File: src/rtl/fu_cdb_arbiter_pkg.sv
// fu_cdb_arbiter_pkg
//   System-wide defaults, and the completion packet that travels from a
//   functional unit to the common data bus. Also holds the round-robin
//   pointer wrap helper that the arbiter uses.
package fu_cdb_arbiter_pkg;

  localparam int unsigned SYS_FU_NUM    = 4;
  localparam int unsigned SYS_CDB_WIDTH = 2;

  localparam int unsigned ROB_IDX_W = 5;
  localparam int unsigned PR_IDX_W  = 6;
  localparam int unsigned XLEN      = 32;

  typedef struct packed {
    logic                 valid;
    logic                 halt;
    logic [ROB_IDX_W-1:0] rob_entry;
    logic [PR_IDX_W-1:0]  dest_pr;
    logic [XLEN-1:0]      dest_value;
  } fu_complete_packet_t;

  localparam int unsigned PKT_W = $bits(fu_complete_packet_t);

  // Next round-robin start after the last grant. The wrap is an explicit
  // compare against n, so a non-power-of-two FU count never wraps at 2^PTR_W.
  function automatic int unsigned ptr_wrap_inc(input int unsigned last,
                                               input int unsigned n);
    return (last + 1 >= n) ? 0 : last + 1;
  endfunction

endpackage

File: src/rtl/fu_cdb_arbiter_rr_multi_select.sv
// rr_multi_select
//   Combinational multi-grant round-robin picker. Scans requesters in the
//   order ptr, ptr+1, ... (mod FU_NUM) and grants the first CDB_W of them.
// Ports:
//   i_req        [FU_NUM]        request vector
//   i_ptr        [PTR_W]         highest-priority FU this cycle
//   o_grant      [FU_NUM]        one bit per granted FU
//   o_lane_valid [CDB_W]         lane j has a granted FU (fills from lane 0)
//   o_lane_idx   [CDB_W][PTR_W]  FU index feeding lane j
//   o_last_idx   [PTR_W]         index of the lowest-priority granted FU
module rr_multi_select
  import fu_cdb_arbiter_pkg::*;
#(
  parameter int unsigned FU_NUM = SYS_FU_NUM,
  parameter int unsigned CDB_W  = SYS_CDB_WIDTH,
  parameter int unsigned PTR_W  = (FU_NUM > 1) ? $clog2(FU_NUM) : 1
) (
  input  logic [FU_NUM-1:0]           i_req,
  input  logic [PTR_W-1:0]            i_ptr,
  output logic [FU_NUM-1:0]           o_grant,
  output logic [CDB_W-1:0]            o_lane_valid,
  output logic [CDB_W-1:0][PTR_W-1:0] o_lane_idx,
  output logic [PTR_W-1:0]            o_last_idx
);

  int unsigned      w_pos;
  int unsigned      w_cnt;
  logic [PTR_W-1:0] w_idx;

  // Walk the rotated request vector; each hit takes the next free lane.
  always_comb begin
    o_grant      = '0;
    o_lane_valid = '0;
    o_lane_idx   = '0;
    o_last_idx   = '0;
    w_pos        = 0;
    w_cnt        = 0;
    w_idx        = '0;
    for (int unsigned off = 0; off < FU_NUM; off++) begin
      w_pos = 32'(i_ptr) + off;
      if (w_pos >= FU_NUM) w_pos = w_pos - FU_NUM;
      w_idx = PTR_W'(w_pos);
      if (i_req[w_idx] && (w_cnt < CDB_W)) begin
        o_grant[w_idx] = 1'b1;
        for (int unsigned k = 0; k < CDB_W; k++) begin
          if (k == w_cnt) begin
            o_lane_valid[k] = 1'b1;
            o_lane_idx[k]   = w_idx;
          end
        end
        o_last_idx = w_idx;
        w_cnt      = w_cnt + 1;
      end
    end
  end

endmodule

File: src/rtl/fu_cdb_arbiter.sv
// fu_cdb_arbiter
//   Completion-stage arbiter: grants up to CDB_W of FU_NUM completing
//   functional units per cycle in round-robin order, registers the granted
//   packets onto the CDB one cycle later, and raises fu_hazard on every
//   requester that lost so it holds its packet.
// Ports:
//   clk, rst          clock, asynchronous active-high reset
//   squash            pipeline flush; kills this cycle's grants
//   fu_complete_req   [FU_NUM]          FU i has a finished result
//   fu_out_pkt        [FU_NUM][PKT_W]   result packet of FU i
//   fu_hazard         [FU_NUM]          combinational; 1 = not granted, hold
//   cdb_valid         [CDB_W]           registered lane valid
//   cdb_pkt           [CDB_W][PKT_W]    registered lane packet (0 when idle)
module fu_cdb_arbiter
  import fu_cdb_arbiter_pkg::*;
#(
  parameter int unsigned FU_NUM = SYS_FU_NUM,
  parameter int unsigned CDB_W  = SYS_CDB_WIDTH,
  parameter int unsigned PTR_W  = (FU_NUM > 1) ? $clog2(FU_NUM) : 1
) (
  input  logic                        clk,
  input  logic                        rst,
  input  logic                        squash,
  input  logic [FU_NUM-1:0]           fu_complete_req,
  input  logic [FU_NUM-1:0][PKT_W-1:0] fu_out_pkt,
  output logic [FU_NUM-1:0]           fu_hazard,
  output logic [CDB_W-1:0]            cdb_valid,
  output logic [CDB_W-1:0][PKT_W-1:0] cdb_pkt
);

  logic [PTR_W-1:0]            r_rr_ptr;
  logic [CDB_W-1:0]            r_cdb_valid;
  fu_complete_packet_t         r_cdb_pkt [CDB_W];

  logic [FU_NUM-1:0]           w_grant;
  logic [CDB_W-1:0]            w_lane_valid;
  logic [CDB_W-1:0][PTR_W-1:0] w_lane_idx;
  logic [PTR_W-1:0]            w_last_idx;
  logic [PTR_W-1:0]            w_next_ptr;

  rr_multi_select #(
    .FU_NUM (FU_NUM),
    .CDB_W  (CDB_W),
    .PTR_W  (PTR_W)
  ) u_sel (
    .i_req        (fu_complete_req),
    .i_ptr        (r_rr_ptr),
    .o_grant      (w_grant),
    .o_lane_valid (w_lane_valid),
    .o_lane_idx   (w_lane_idx),
    .o_last_idx   (w_last_idx)
  );

  assign w_next_ptr = PTR_W'(ptr_wrap_inc(32'(w_last_idx), FU_NUM));

  // Losers hold their packet; during flush or reset nobody is told to hold.
  always_comb begin
    fu_hazard = fu_complete_req & ~w_grant;
    if (rst || squash) fu_hazard = '0;
  end

  // Lane registers and round-robin pointer.
  always_ff @(posedge clk or posedge rst) begin
    if (rst) begin
      r_rr_ptr    <= '0;
      r_cdb_valid <= '0;
      for (int unsigned k = 0; k < CDB_W; k++) r_cdb_pkt[k] <= '0;
    end else if (squash) begin
      r_rr_ptr    <= '0;
      r_cdb_valid <= '0;
      for (int unsigned k = 0; k < CDB_W; k++) r_cdb_pkt[k] <= '0;
    end else begin
      r_cdb_valid <= w_lane_valid;
      for (int unsigned k = 0; k < CDB_W; k++) begin
        r_cdb_pkt[k] <= w_lane_valid[k] ? fu_complete_packet_t'(fu_out_pkt[w_lane_idx[k]])
                                        : '0;
      end
      // Any grant sets lane 0, so it doubles as the "something granted" flag.
      if (w_lane_valid[0]) r_rr_ptr <= w_next_ptr;
    end
  end

  assign cdb_valid = r_cdb_valid;

  always_comb begin
    for (int unsigned k = 0; k < CDB_W; k++) cdb_pkt[k] = r_cdb_pkt[k];
  end

endmodule

File: config.mk
export PLATFORM = sky130hd
export DESIGN_NAME = fu_cdb_arbiter
export DESIGN_NICKNAME = d
export VERILOG_FILES = /design/src/rtl/fu_cdb_arbiter_pkg.sv /design/src/rtl/fu_cdb_arbiter_rr_multi_select.sv /design/src/rtl/fu_cdb_arbiter.sv
export SDC_FILE = /design/constraint.sdc
export NUM_CORES = 1
export LEC_CHECK = 0
export CAP_MARGIN = 10
export CORE_MARGIN = 5
export CORE_UTILIZATION = 38
export DETAILED_ROUTE_END_ITERATION = 16
export HOLD_SLACK_MARGIN = 0.12
export MAX_ROUTING_LAYER = met4
export PLACE_DENSITY = 0.78
export SLEW_MARGIN = 15
export SYNTH_ARGS = -nofsm -noshare
export SYNTH_HDL_FRONTEND = slang
export SYNTH_SLANG_ARGS = --single-unit
File: constraint.sdc
create_clock -name clk -period 4.1 [get_ports clk]
set_clock_uncertainty 0.1 [all_clocks]
set_input_delay 0.615 -clock clk [delete_from_list [all_inputs] [get_ports clk]]
set_output_delay 0.615 -clock clk [all_outputs]
set_load 0.02 [all_outputs]
==> qor.csv, run 1 <==
stage;metric;value;unit
detailed_routing;initial DRC count;282;
floorplanning;Vert. Die Dim;135.3;um
logic_synthesis;async set-or-reset flop fraction in the synthesized netlist;100.0;%
clock_tree;post-CTS setup buffers;0;
logic_synthesis;register bit count reported by yosys;94;
placement;hpwl dp;16.04;mm
floorplanning;Std-Cell Rows;45;
detailed_routing;vias per inst;5.527;
floorplanning;core footprint;0.01531;mm2
global_routing;global route overflow;0;
global_routing;largest net degree at the start of global routing;49;
worst_setup_path;CP max FO;48;
status;status;finished clean;
worst_setup_path;CP endpoint kind;flop;
detailed_routing;Remaining DRCs;0;
logic_synthesis;syn_area_per_cell;11.33;um2
timing;Hold Slack;541.4;ps
global_routing;total track usage;23.41;%
logic_synthesis;Netlist cell types;43;
logic_synthesis;Ys Warns;0;
detailed_routing;Routed Antenna Nets;0;
timing;max frequency;0.2693;GHz
floorplanning;full die area;0.01829;mm2
floorplanning;Starting Density;38.93;%
timing;max-slew violations;0;
floorplanning;I/O pin cnt;283;
floorplanning;die width;135.3;um
logic_synthesis;syn nets;727;
placement;port buffer count;282;
placement;dpl ws;28.01;ps
timing;RSZ-0062 raised after global routing;false;
clock_tree;Root Driver;clkbuf_16;
clock_tree;# hold bufs at CTS;0;
timing;minimum clock period;3713;ps
final_layout;n_diodes;0;
hold_path;Hold WC Path Type;input port to async pin;
global_routing;first-pass GRT wire length;33.04;mm
worst_setup_path;Crit Path Category;input port to flop;
power_and_ir_drop;PD cells;878.7;mW/mm2
logic_synthesis;Seq/Total Area, Yosys;39.45;%
clock_tree;Post-CTS Resized;0;
timing;Worst-Margin Slew;460.4;ps
timing;Final Worst Setup Slack;386.6;ps
global_routing;vias in the first global route;6164;
global_routing;initial antenna violation count;0;
clock_tree;clock slew at reported path FFs;70;ps
timing;Final setup violation count;0;
detailed_routing;Via Count;5649;
placement;GP Congestion;0.8776;
worst_setup_path;crit path DAT;3810;ps
run;# Max-Cap Violations;0;
final_layout;share of cells above drive strength 1;8.508;%
final_layout;Synth-to-Final Area Change;57.06;%
logic_synthesis;Synth Flop Type;dfrtp_1;
clock_tree;CTS Buffer Depth;2;
detailed_routing;router iterations before antenna repair;5;
detailed_routing;final WL;21.68;mm
logic_synthesis;Post-synth EDFFs;0;
clock_tree;Clock Sinks;94;
clock_tree;# H-tree levels;3;
power_and_ir_drop;worst vdd ir;0.5828;mV
power_and_ir_drop;leakage power;4.338;nW
logic_synthesis;Syn Std Cell Area;0.005962;mm2
timing;Max-slew headroom;69.31;%
final_layout;final net count;1007;
timing;post-route setup TNS;0;ps
logic_synthesis;Mapped Cells;526;
clock_tree;CTS tree;built;
timing;final period utilization;90.57;%
detailed_routing;DR WL/cell;21.22;um
timing;final hold vios;0;
clock_tree;Inserted Clock Buffers;9;
worst_setup_path;r2r worst-path depth;13;
clock_tree;worst skew pair latency;340;ps
worst_setup_path;Worst Setup Start Kind;input port;
worst_setup_path;required time worst endpoint;4190;ps
-- where the power goes --
group / internal (W) / switching (W)
registers: 0.00125 / 0.0000882
logic: 0.00279 / 0.00323
clock network: 0.000507 / 0.000368
total: 0.00454 / 0.00368
-- cells in the final DEF (no fill, tap or decap), types with 2 or more instances in the layout --
cell and n:
a21oi_1 7, a221oi_1 5, a22oi_1 4, a31oi_1 2, buf_12 5, buf_4 28
clkbuf_16 9, clkbuf_8 2, clkdlybuf4s50_1 278, clkinv_2 2, dfrtp_1 94, dlymetal6s2s_1 4
ha_1 14, inv_1 7, mux2_2 3, mux2i_1 186, mux4_2 3, nand2_1 6
nand3_1 7, nor2_1 12, nor2b_1 3, nor3_1 2, o2111ai_1 2, o21ai_0 6
o22ai_1 91, or2_2 2
-- layer usage --
metal	share of wire [%]	track usage, %
met5	0	-
met4	3.5	10.19
met3	7.3	4.792
met2	50	39.60
met1	39	26.95
-- final cells by class --
type | instances | area, um2
fillers | 1254 | 5951
multi-input cells | 378 | 3263
repair buffers | 315 | 3143
flip-flops and latches | 94 | 2352
well taps | 211 | 264.0
clock buffers | 11 | 252.7
clock inverters | 5 | 56.30
inverters | 8 | 32.53
-- state kept, by name (all words and copies together) (netlist names) --
signal and count:
cdb_pkt 90, cdb_valid 2, r_rr_ptr 2
-- stage by stage --
stage / total power, W / utilization, % / area, um2 / std cells
floorplan: 0.005820 / - / 5962 / 526
global placement: 0.007219 / 59.04 / 9042 / 1006
detailed placement: 0.007383 / 59.04 / 9042 / 1006
CTS: 0.008262 / 61.06 / 9351 / 1022
global route: 0.008704 / 61.14 / 9364 / 1022
finish: 0.008228 / 61.14 / 9364 / 1022
-- synthesized netlist by cell type (all sizes together), types with 5 or more instances --
| cell type | number | share of area [%] |
|---|---|---|
| mux2i | 187 | 31 |
| dfrtp | 94 | 39 |
| o22ai | 92 | 9.8 |
| buf | 39 | 5.5 |
| ha | 14 | 2.9 |
| nor2 | 13 | 0.82 |
| inv | 8 | 0.50 |
| o21ai | 8 | 0.67 |
| a21oi | 7 | 0.59 |
| clkbuf | 7 | 0.44 |
| nand3 | 7 | 0.59 |
| nand2 | 6 | 0.38 |
| a221oi | 5 | 0.73 |
-- final timing paths --
| path | start | to | slack (ps) |
|---|---|---|---|
| setup reg to reg | r_rr_ptr[0]$_DFFE_PP0P_ | cdb_pkt[61]$_DFF_PP0_ | 420 |
| hold reg to reg | r_rr_ptr[1]$_DFFE_PP0P_ | r_rr_ptr[1]$_DFFE_PP0P_ | 660 |
| setup / recovery | fu_complete_req[1] | cdb_pkt[61]$_DFF_PP0_ | 390 |
| hold / removal | rst | cdb_valid[0]$_DFF_PP0_ | 540 |
| max in group asynchronous | rst | cdb_pkt[29]$_DFF_PP0_ | 2570 |
| min in group clk | r_rr_ptr[1]$_DFFE_PP0P_ | r_rr_ptr[1]$_DFFE_PP0P_ | 660 |
-- critical path: stages --
cell	delay [ps]
clkdlybuf4s50_1	440
mux4_2	570
inv_1	120
ha_1	250
inv_1	80
nor3_1	210
mux2i_2	120
or2_2	340
a41oi_4	300
buf_12	360
mux2i_1	250
o22ai_1	120
-- kinds of logic (layout without fill, tap and decap cells) --
logic type      count (synthesis)  in the layout  share of synthesized area [%]
fa+ha+maj                      14             14                          2.938
mux                           193            193                          33.16
compound gates                129            129                          14.40
buf+inv                        54            339                          6.464
simple gates                   41             41                          3.442
xor+xnor                        1              1                         0.1469
flops                          94             94                          39.45
Power figures use the tool's default switching activity.
==> run 2: changes to the inputs <==
--- a/config.mk
+++ b/config.mk
@@ -6,8 +6,8 @@
 export NUM_CORES = 1
 export LEC_CHECK = 0
 export CAP_MARGIN = 10
-export CORE_MARGIN = 5
 export CORE_UTILIZATION = 38
+export CTS_BUF_LIST = sky130_fd_sc_hd__clkbuf_8 sky130_fd_sc_hd__clkbuf_16
 export DETAILED_ROUTE_END_ITERATION = 16
 export HOLD_SLACK_MARGIN = 0.12
 export MAX_ROUTING_LAYER = met4
==> qor.csv, run 2 (same netlist as run 1, synthesis figures left out) <==
stage;metric;value;unit;change
detailed_routing;initial DRC count;284;;+0.71%
timing;RSZ-0062 raised after global routing;false;;
hold_path;WHS Path Cells;3;;
floorplanning;Vert. Die Dim;127.3;um;-5.9%
timing;final period utilization;90.63;%;about the same
worst_setup_path;Slowest cell on crit path;mux4_2;;
worst_setup_path;required time worst endpoint;4210;ps;+20 ps
worst_setup_path;CP endpoint kind;flop;;
final_layout;final net count;1022;;+1.5%
worst_setup_path;crit path DAT;3830;ps;+20 ps
global_routing;first-pass GRT wire length;31.85;mm;-3.6%
global_routing;total track usage;26.27;%;+2.9 points
final_layout;# fillers;1242;;-0.96%
floorplanning;core footprint;0.01526;mm2;-0.37%
detailed_routing;final WL;20.70;mm;-4.6%
clock_tree;post-CTS setup buffers;0;;unchanged
final_layout;commonest cells after routing, fill and taps aside;clkdlybuf4s50_1 (278), mux2i_1 (186), dfrtp_1 (93);;
placement;hpwl dp;15.45;mm;-3.6%
worst_setup_path;Max stage delay on crit path;600;ps;+30 ps
timing;Final setup violation count;0;;unchanged
global_routing;vias in the first global route;6180;;+0.26%
final_layout;post-layout util;62.53;%;+1.4 points
final_layout;n_diodes;0;;unchanged
timing;final hold vios;0;;unchanged
clock_tree;CTS tree;built;;
timing;minimum clock period;3716;ps;+2.545 ps
placement;port buffer count;282;;unchanged
worst_setup_path;CP startpoint;fu_complete_req[3];;
global_routing;global route overflow;0;;unchanged
final_layout;Reg area;0.002354;mm2;about the same
worst_setup_path;Worst Setup Start Kind;input port;;
worst_setup_path;Register-to-Register Setup Slack;480;ps;+60 ps
worst_setup_path;r2r worst-path depth;13;;unchanged
timing;max-slew violations;0;;unchanged
final_layout;Synth-to-Final Area Change;60.02;%;
floorplanning;die width;127.3;um;-5.9%
timing;Worst-Margin Slew;823.5;ps;+363.1 ps
detailed_routing;vias per inst;5.527;;about the same
floorplanning;I/O pin cnt;283;;unchanged
worst_setup_path;worst r2r dst;cdb_pkt[72]$_DFF_PP0_;;
detailed_routing;DR WL/cell;19.96;um;-5.9%
clock_tree;Inserted Clock Buffers;9;;unchanged
clock_tree;Root Driver;clkbuf_16;;
clock_tree;worst skew pair latency;350;ps;about the same
clock_tree;clock slew at reported path FFs;70;ps;about the same
clock_tree;CTS Buffer Depth;2;;unchanged
timing;Max-slew headroom;45.10;%;-24 points
clock_tree;# H-tree levels;3;;unchanged
detailed_routing;Routed Antenna Nets;0;;unchanged
clock_tree;# hold bufs at CTS;0;;unchanged
power_and_ir_drop;leakage power;4.432;nW;+2.2%
timing;max frequency;0.2691;GHz;about the same
hold_path;Hold Crit Start;r_rr_ptr[1]$_DFFE_PP0P_;;
placement;dpl ws;39.24;ps;+11.23 ps
worst_setup_path;WP buf/inv;4;;unchanged
final_layout;most common cell after layout, fill and taps aside;clkdlybuf4s50_1;;
timing;Final Worst Setup Slack;384.1;ps;-2.545 ps
placement;GP Congestion;0.8726;;-0.57%
detailed_routing;Remaining DRCs;0;;unchanged
power_and_ir_drop;worst vdd ir;0.6096;mV;+4.6%
floorplanning;Std-Cell Rows;45;;unchanged
power_and_ir_drop;PD cells;904.9;mW/mm2;+3.0%
detailed_routing;Via Count;5732;;+1.5%
worst_setup_path;Worst path depth;12;;unchanged
timing;post-route setup TNS;0;ps;unchanged
worst_setup_path;Top delay family on crit path;buffers and inverters;;
worst_setup_path;Crit Path Category;input port to flop;;
status;status;finished clean;;
clock_tree;Clock Sinks;94;;unchanged
worst_setup_path;CP max FO;20;;-58%
worst_setup_path;crit path cell chain;clkdlybuf4s50_1 > mux4_2 > inv_1 > ha_1 > nor3_1 > mux2i_2 > or2_2 > a41oi_4 > buf_4 > buf_12 > mux2i_1 > o22ai_1;;
floorplanning;full die area;0.01619;mm2;-11%
floorplanning;Starting Density;39.07;%;+0.14 points
detailed_routing;router iterations before antenna repair;5;;unchanged
hold_path;Hold WC Path Type;flop to flop;;
global_routing;largest net degree at the start of global routing;63;;+29%
hold_path;Worst Hold End;r_rr_ptr[1]$_DFFE_PP0P_;;
final_layout;share of cells above drive strength 1;10.29;%;+1.8 points
global_routing;initial antenna violation count;0;;unchanged
worst_setup_path;Crit Reg-Reg Startpoint;r_rr_ptr[0]$_DFFE_PP0P_;;
final_layout;max reg flops;90;;unchanged
final_layout;Multi-input gate area;0.003263;mm2;unchanged
run;# Max-Cap Violations;0;;unchanged
[run 2: layout make-up]
cell class	instances	area share (%)
Tap cell	211	2.767
Timing Repair Buffer	330	34.78
Clock buffer	11	2.649
Clock inverter	5	0.5902
Sequential cell	94	24.67
Multi-Input combinational cell	378	34.20
Inverter	8	0.3410
[run 2: where the power goes]
part           switching [W]  internal, W
Combinational        0.00330      0.00312
Sequential         0.0000911      0.00125
Clock               0.000375     0.000507
[run 2: timing repair]
item                                   in CTS  in global routing
endpoints found under the hold margin       0                  0
gates resized for setup                     0                  6
setup endpoints to repair                   0                  4
[run 2: stage by stage]
step	std cells	power [W]	hold WS (ps)	cell area [um2]
2_1_floorplan	526	0.005820	649.0	5962
3_3_place_gp	1021	0.007608	629.8	9218
3_5_place_dp	1021	0.007745	632.6	9218
4_1_cts	1037	0.008659	650.4	9527
5_1_grt	1037	0.009109	678.8	9540
6_report	1037	0.008633	645.6	9540
[run 2: worst max path at each step]
stage | endpoint | slack, ps
2_1_floorplan | fu_hazard[0] | 70
3_3_place_gp | fu_hazard[3] | 140
3_5_place_dp | cdb_pkt[69]$_DFF_PP0_ | 40
4_1_cts | fu_hazard[2] | 8
5_1_grt | cdb_pkt[72]$_DFF_PP0_ | 110
6_report | cdb_pkt[72]$_DFF_PP0_ | 380
[run 2: worst register-to-register path: stages, from the launching register on]
cell and delay (ps):
dfrtp_2 460, inv_1 80, ha_1 330, mux4_2 390, inv_1 110, ha_1 270, nor3_1 250, mux2i_2 120
or2_2 340, a41oi_4 220, buf_4 260, buf_12 220, mux2i_1 230, o22ai_1 100
[run 2: routing by layer]
layer | vias up | part of all wire, % | global-route usage (%)
met1 | 2797 | 39 | 28.00
met4 | 0 | 3.6 | 11.83
met3 | 53 | 6.6 | 5.611
li1 | 2621 | - | -
met5 | - | 0 | -
met2 | 261 | 51 | 46.80
==> run 3: changes to the inputs <==
--- a/config.mk
+++ b/config.mk
@@ -6,12 +6,12 @@
 export NUM_CORES = 1
 export LEC_CHECK = 0
 export CAP_MARGIN = 10
-export CORE_UTILIZATION = 38
+export CORE_UTILIZATION = 42
 export CTS_BUF_LIST = sky130_fd_sc_hd__clkbuf_8 sky130_fd_sc_hd__clkbuf_16
 export DETAILED_ROUTE_END_ITERATION = 16
 export HOLD_SLACK_MARGIN = 0.12
 export MAX_ROUTING_LAYER = met4
-export PLACE_DENSITY = 0.78
+export PLACE_DENSITY = 0.82
 export SLEW_MARGIN = 15
 export SYNTH_ARGS = -nofsm -noshare
 export SYNTH_HDL_FRONTEND = slang
==> constraint.sdc (replaced) <==
create_clock -name clk -period 3.5 [get_ports clk]
set_clock_uncertainty 0.1 [all_clocks]
set_input_delay 0.525 -clock clk [delete_from_list [all_inputs] [get_ports clk]]
set_output_delay 0.525 -clock clk [all_outputs]
set_load 0.02 [all_outputs]
==> qor.csv, run 3 (same netlist as run 1, synthesis figures left out) <==
stage;metric;value;unit;change
status;status;finished clean;;
detailed_routing;final WL;20.16;mm;-2.6%
final_layout;max reg flops;90;;unchanged
hold_path;Hold WC Path Type;input port to async pin;;
placement;GP Congestion;0.9500;;+8.9%
timing;max-slew violations;0;;unchanged
floorplanning;Starting Density;42.95;%;+3.9 points
timing;RSZ-0062 raised after global routing;false;;
timing;Worst-Margin Slew;553.5;ps;-270.0 ps
timing;Max-slew headroom;63.10;%;+18 points
run;# Max-Cap Violations;0;;unchanged
power_and_ir_drop;worst vdd ir;0.5617;mV;-7.9%
worst_setup_path;Top delay family on crit path;buffers and inverters;;
clock_tree;Clock Sinks;94;;unchanged
worst_setup_path;CP startpoint;fu_complete_req[2];;
power_and_ir_drop;PD cells;1096;mW/mm2;+21%
worst_setup_path;CP max FO;9;;-55%
final_layout;final net count;1048;;+2.5%
worst_setup_path;Register-to-Register Setup Slack;130;ps;-350 ps
detailed_routing;Routed Antenna Nets;0;;unchanged
timing;max frequency;0.2949;GHz;
placement;port buffer count;282;;unchanged
worst_setup_path;crit path cell chain;clkdlybuf4s50_1 > mux4_2 > ha_2 > nand2b_1 > a2bb2oi_1 > buf_4 > or2_4 > a41oi_4 > buf_12 > buf_4 > mux2i_1 > o22ai_1;;
floorplanning;Std-Cell Rows;43;;-4.4%
timing;final period utilization;96.90;%;
global_routing;global route overflow;0;;unchanged
floorplanning;die width;121.1;um;-4.8%
clock_tree;worst skew pair latency;340;ps;about the same
placement;hpwl dp;15.20;mm;-1.7%
worst_setup_path;Max stage delay on crit path;570;ps;-30 ps
timing;Final setup violation count;0;;unchanged
worst_setup_path;Slowest cell on crit path;mux4_2;;
worst_setup_path;Crit Path Category;input port to flop;;
floorplanning;full die area;0.01468;mm2;-9.4%
worst_setup_path;worst r2r dst;cdb_pkt[52]$_DFF_PP0_;;
global_routing;first-pass GRT wire length;31.16;mm;-2.2%
worst_setup_path;CP endpoint kind;flop;;
worst_setup_path;Crit Reg-Reg Startpoint;r_rr_ptr[0]$_DFFE_PP0P_;;
detailed_routing;vias per inst;5.637;;+2.0%
final_layout;post-layout util;70.96;%;+8.4 points
clock_tree;Root Driver;clkbuf_16;;
floorplanning;Vert. Die Dim;121.1;um;-4.8%
clock_tree;clock slew at reported path FFs;60;ps;about the same
final_layout;most common cell after layout, fill and taps aside;clkdlybuf4s50_1;;
timing;post-route setup TNS;0;ps;unchanged
global_routing;total track usage;28.31;%;+2.0 points
clock_tree;Inserted Clock Buffers;9;;unchanged
worst_setup_path;crit path DAT;3500;ps;-330 ps
timing;minimum clock period;3392;ps;
worst_setup_path;WP buf/inv;4;;unchanged
power_and_ir_drop;leakage power;4.534;nW;+2.3%
detailed_routing;Remaining DRCs;0;;unchanged
clock_tree;# hold bufs at CTS;0;;unchanged
clock_tree;CTS Buffer Depth;2;;unchanged
final_layout;commonest cells after routing, fill and taps aside;clkdlybuf4s50_1 (278), mux2i_1 (186), dfrtp_1 (94);;
detailed_routing;Via Count;5823;;+1.6%
detailed_routing;router iterations before antenna repair;8;;+3
worst_setup_path;cell mode on critical path;buf_4;;
floorplanning;I/O pin cnt;283;;unchanged
timing;final hold vios;0;;unchanged
global_routing;vias in the first global route;6240;;+0.97%
worst_setup_path;Worst Setup Start Kind;input port;;
detailed_routing;initial DRC count;273;;-3.9%
clock_tree;# H-tree levels;3;;unchanged
global_routing;initial antenna violation count;3;;+3
global_routing;largest net degree at the start of global routing;45;;-29%
worst_setup_path;r2r worst-path depth;13;;unchanged
final_layout;share of cells above drive strength 1;14.12;%;+3.8 points
worst_setup_path;required time worst endpoint;3610;ps;-600 ps
clock_tree;CTS tree;built;;
floorplanning;core footprint;0.01388;mm2;-9.0%
final_layout;Synth-to-Final Area Change;65.20;%;
detailed_routing;DR WL/cell;19.51;um;-2.2%
-- run 3: changes by cell type in the layout (fill, tap and decap cells not counted), moves of 4 or more --
cell / change
a221oi_1: -4
a221oi_2: +4
buf_12: +10
buf_4: +16
dlymetal6s2s_1: -4
-- run 3: layout make-up --
cell class | count | area (um2)
Fill cell | 982 | 4031
Timing Repair Buffer | 356 | 3618
Multi-Input combinational cell | 378 | 3323
Sequential cell | 94 | 2352
Clock buffer | 9 | 225.2
Tap cell | 180 | 225.2
Clock inverter | 5 | 61.31
Inverter | 8 | 36.28
Antenna cell | 3 | 7.507
-- run 3: metrics by stage --
stage | instances | setup slack (ps) | hold WS (ps) | power, W | cell area, um2
finish | 1033 | 108.5 | 509.3 | 0.01080 | 9849
global route | 1033 | 3.516 | 564.2 | 0.01142 | 9849
CTS | 1030 | 56.44 | 526.5 | 0.01085 | 9847
detailed placement | 1016 | -278.8 | 740.2 | 0.009847 | 9563
global placement | 1016 | -181.9 | 741.6 | 0.009628 | 9563
floorplan | 526 | 22.71 | 605.4 | 0.007032 | 6081
-- run 3: how the worst max path moves through the flow --
| stage | to | slack (ps) | depth (start not counted) |
|---|---|---|---|
| 2_1_floorplan | cdb_pkt[49]$_DFF_PP0_ | 20 | 16 |
| 3_3_place_gp | fu_hazard[2] | -180 | 8 |
| 3_5_place_dp | fu_hazard[2] | -280 | 8 |
| 4_1_cts | fu_hazard[2] | 60 | 8 |
| 5_1_grt | cdb_pkt[34]$_DFF_PP0_ | 4 | 14 |
| 6_report | cdb_pkt[52]$_DFF_PP0_ | 110 | 12 |
-- run 3: where the power goes --
group	switching [W]	internal [W]
combinational	0.00401	0.00426
sequential	0.0000964	0.00146
clock	0.000425	0.000548
total	0.00453	0.00627
-- run 3: worst reg2reg max path, delay by kind of cell, from the launching register on --
kind            cells  cell delay (ps)
mux                 2              610
flops               1              410
buf+inv             4              660
fa+ha+maj           2              530
simple gates        2              400
compound gates      3              530
-- run 3: what timing repair did --
action,4_1_cts,5_1_grt
pin swaps,0,1
endpoints found under the setup margin,4,4
gates cloned,0,0
setup buffers,0,0
gates resized for setup,5,6
-- run 3: layer usage --
layer / vias up / wire length, um / global-route usage [%]
li1: 2683 / - / -
met3: 66 / 1326 / 6.062
met5: - / 0 / -
met4: 0 / 787 / 14.74
met2: 239 / 10400 / 49.86
met1: 2835 / 7643 / 29.69
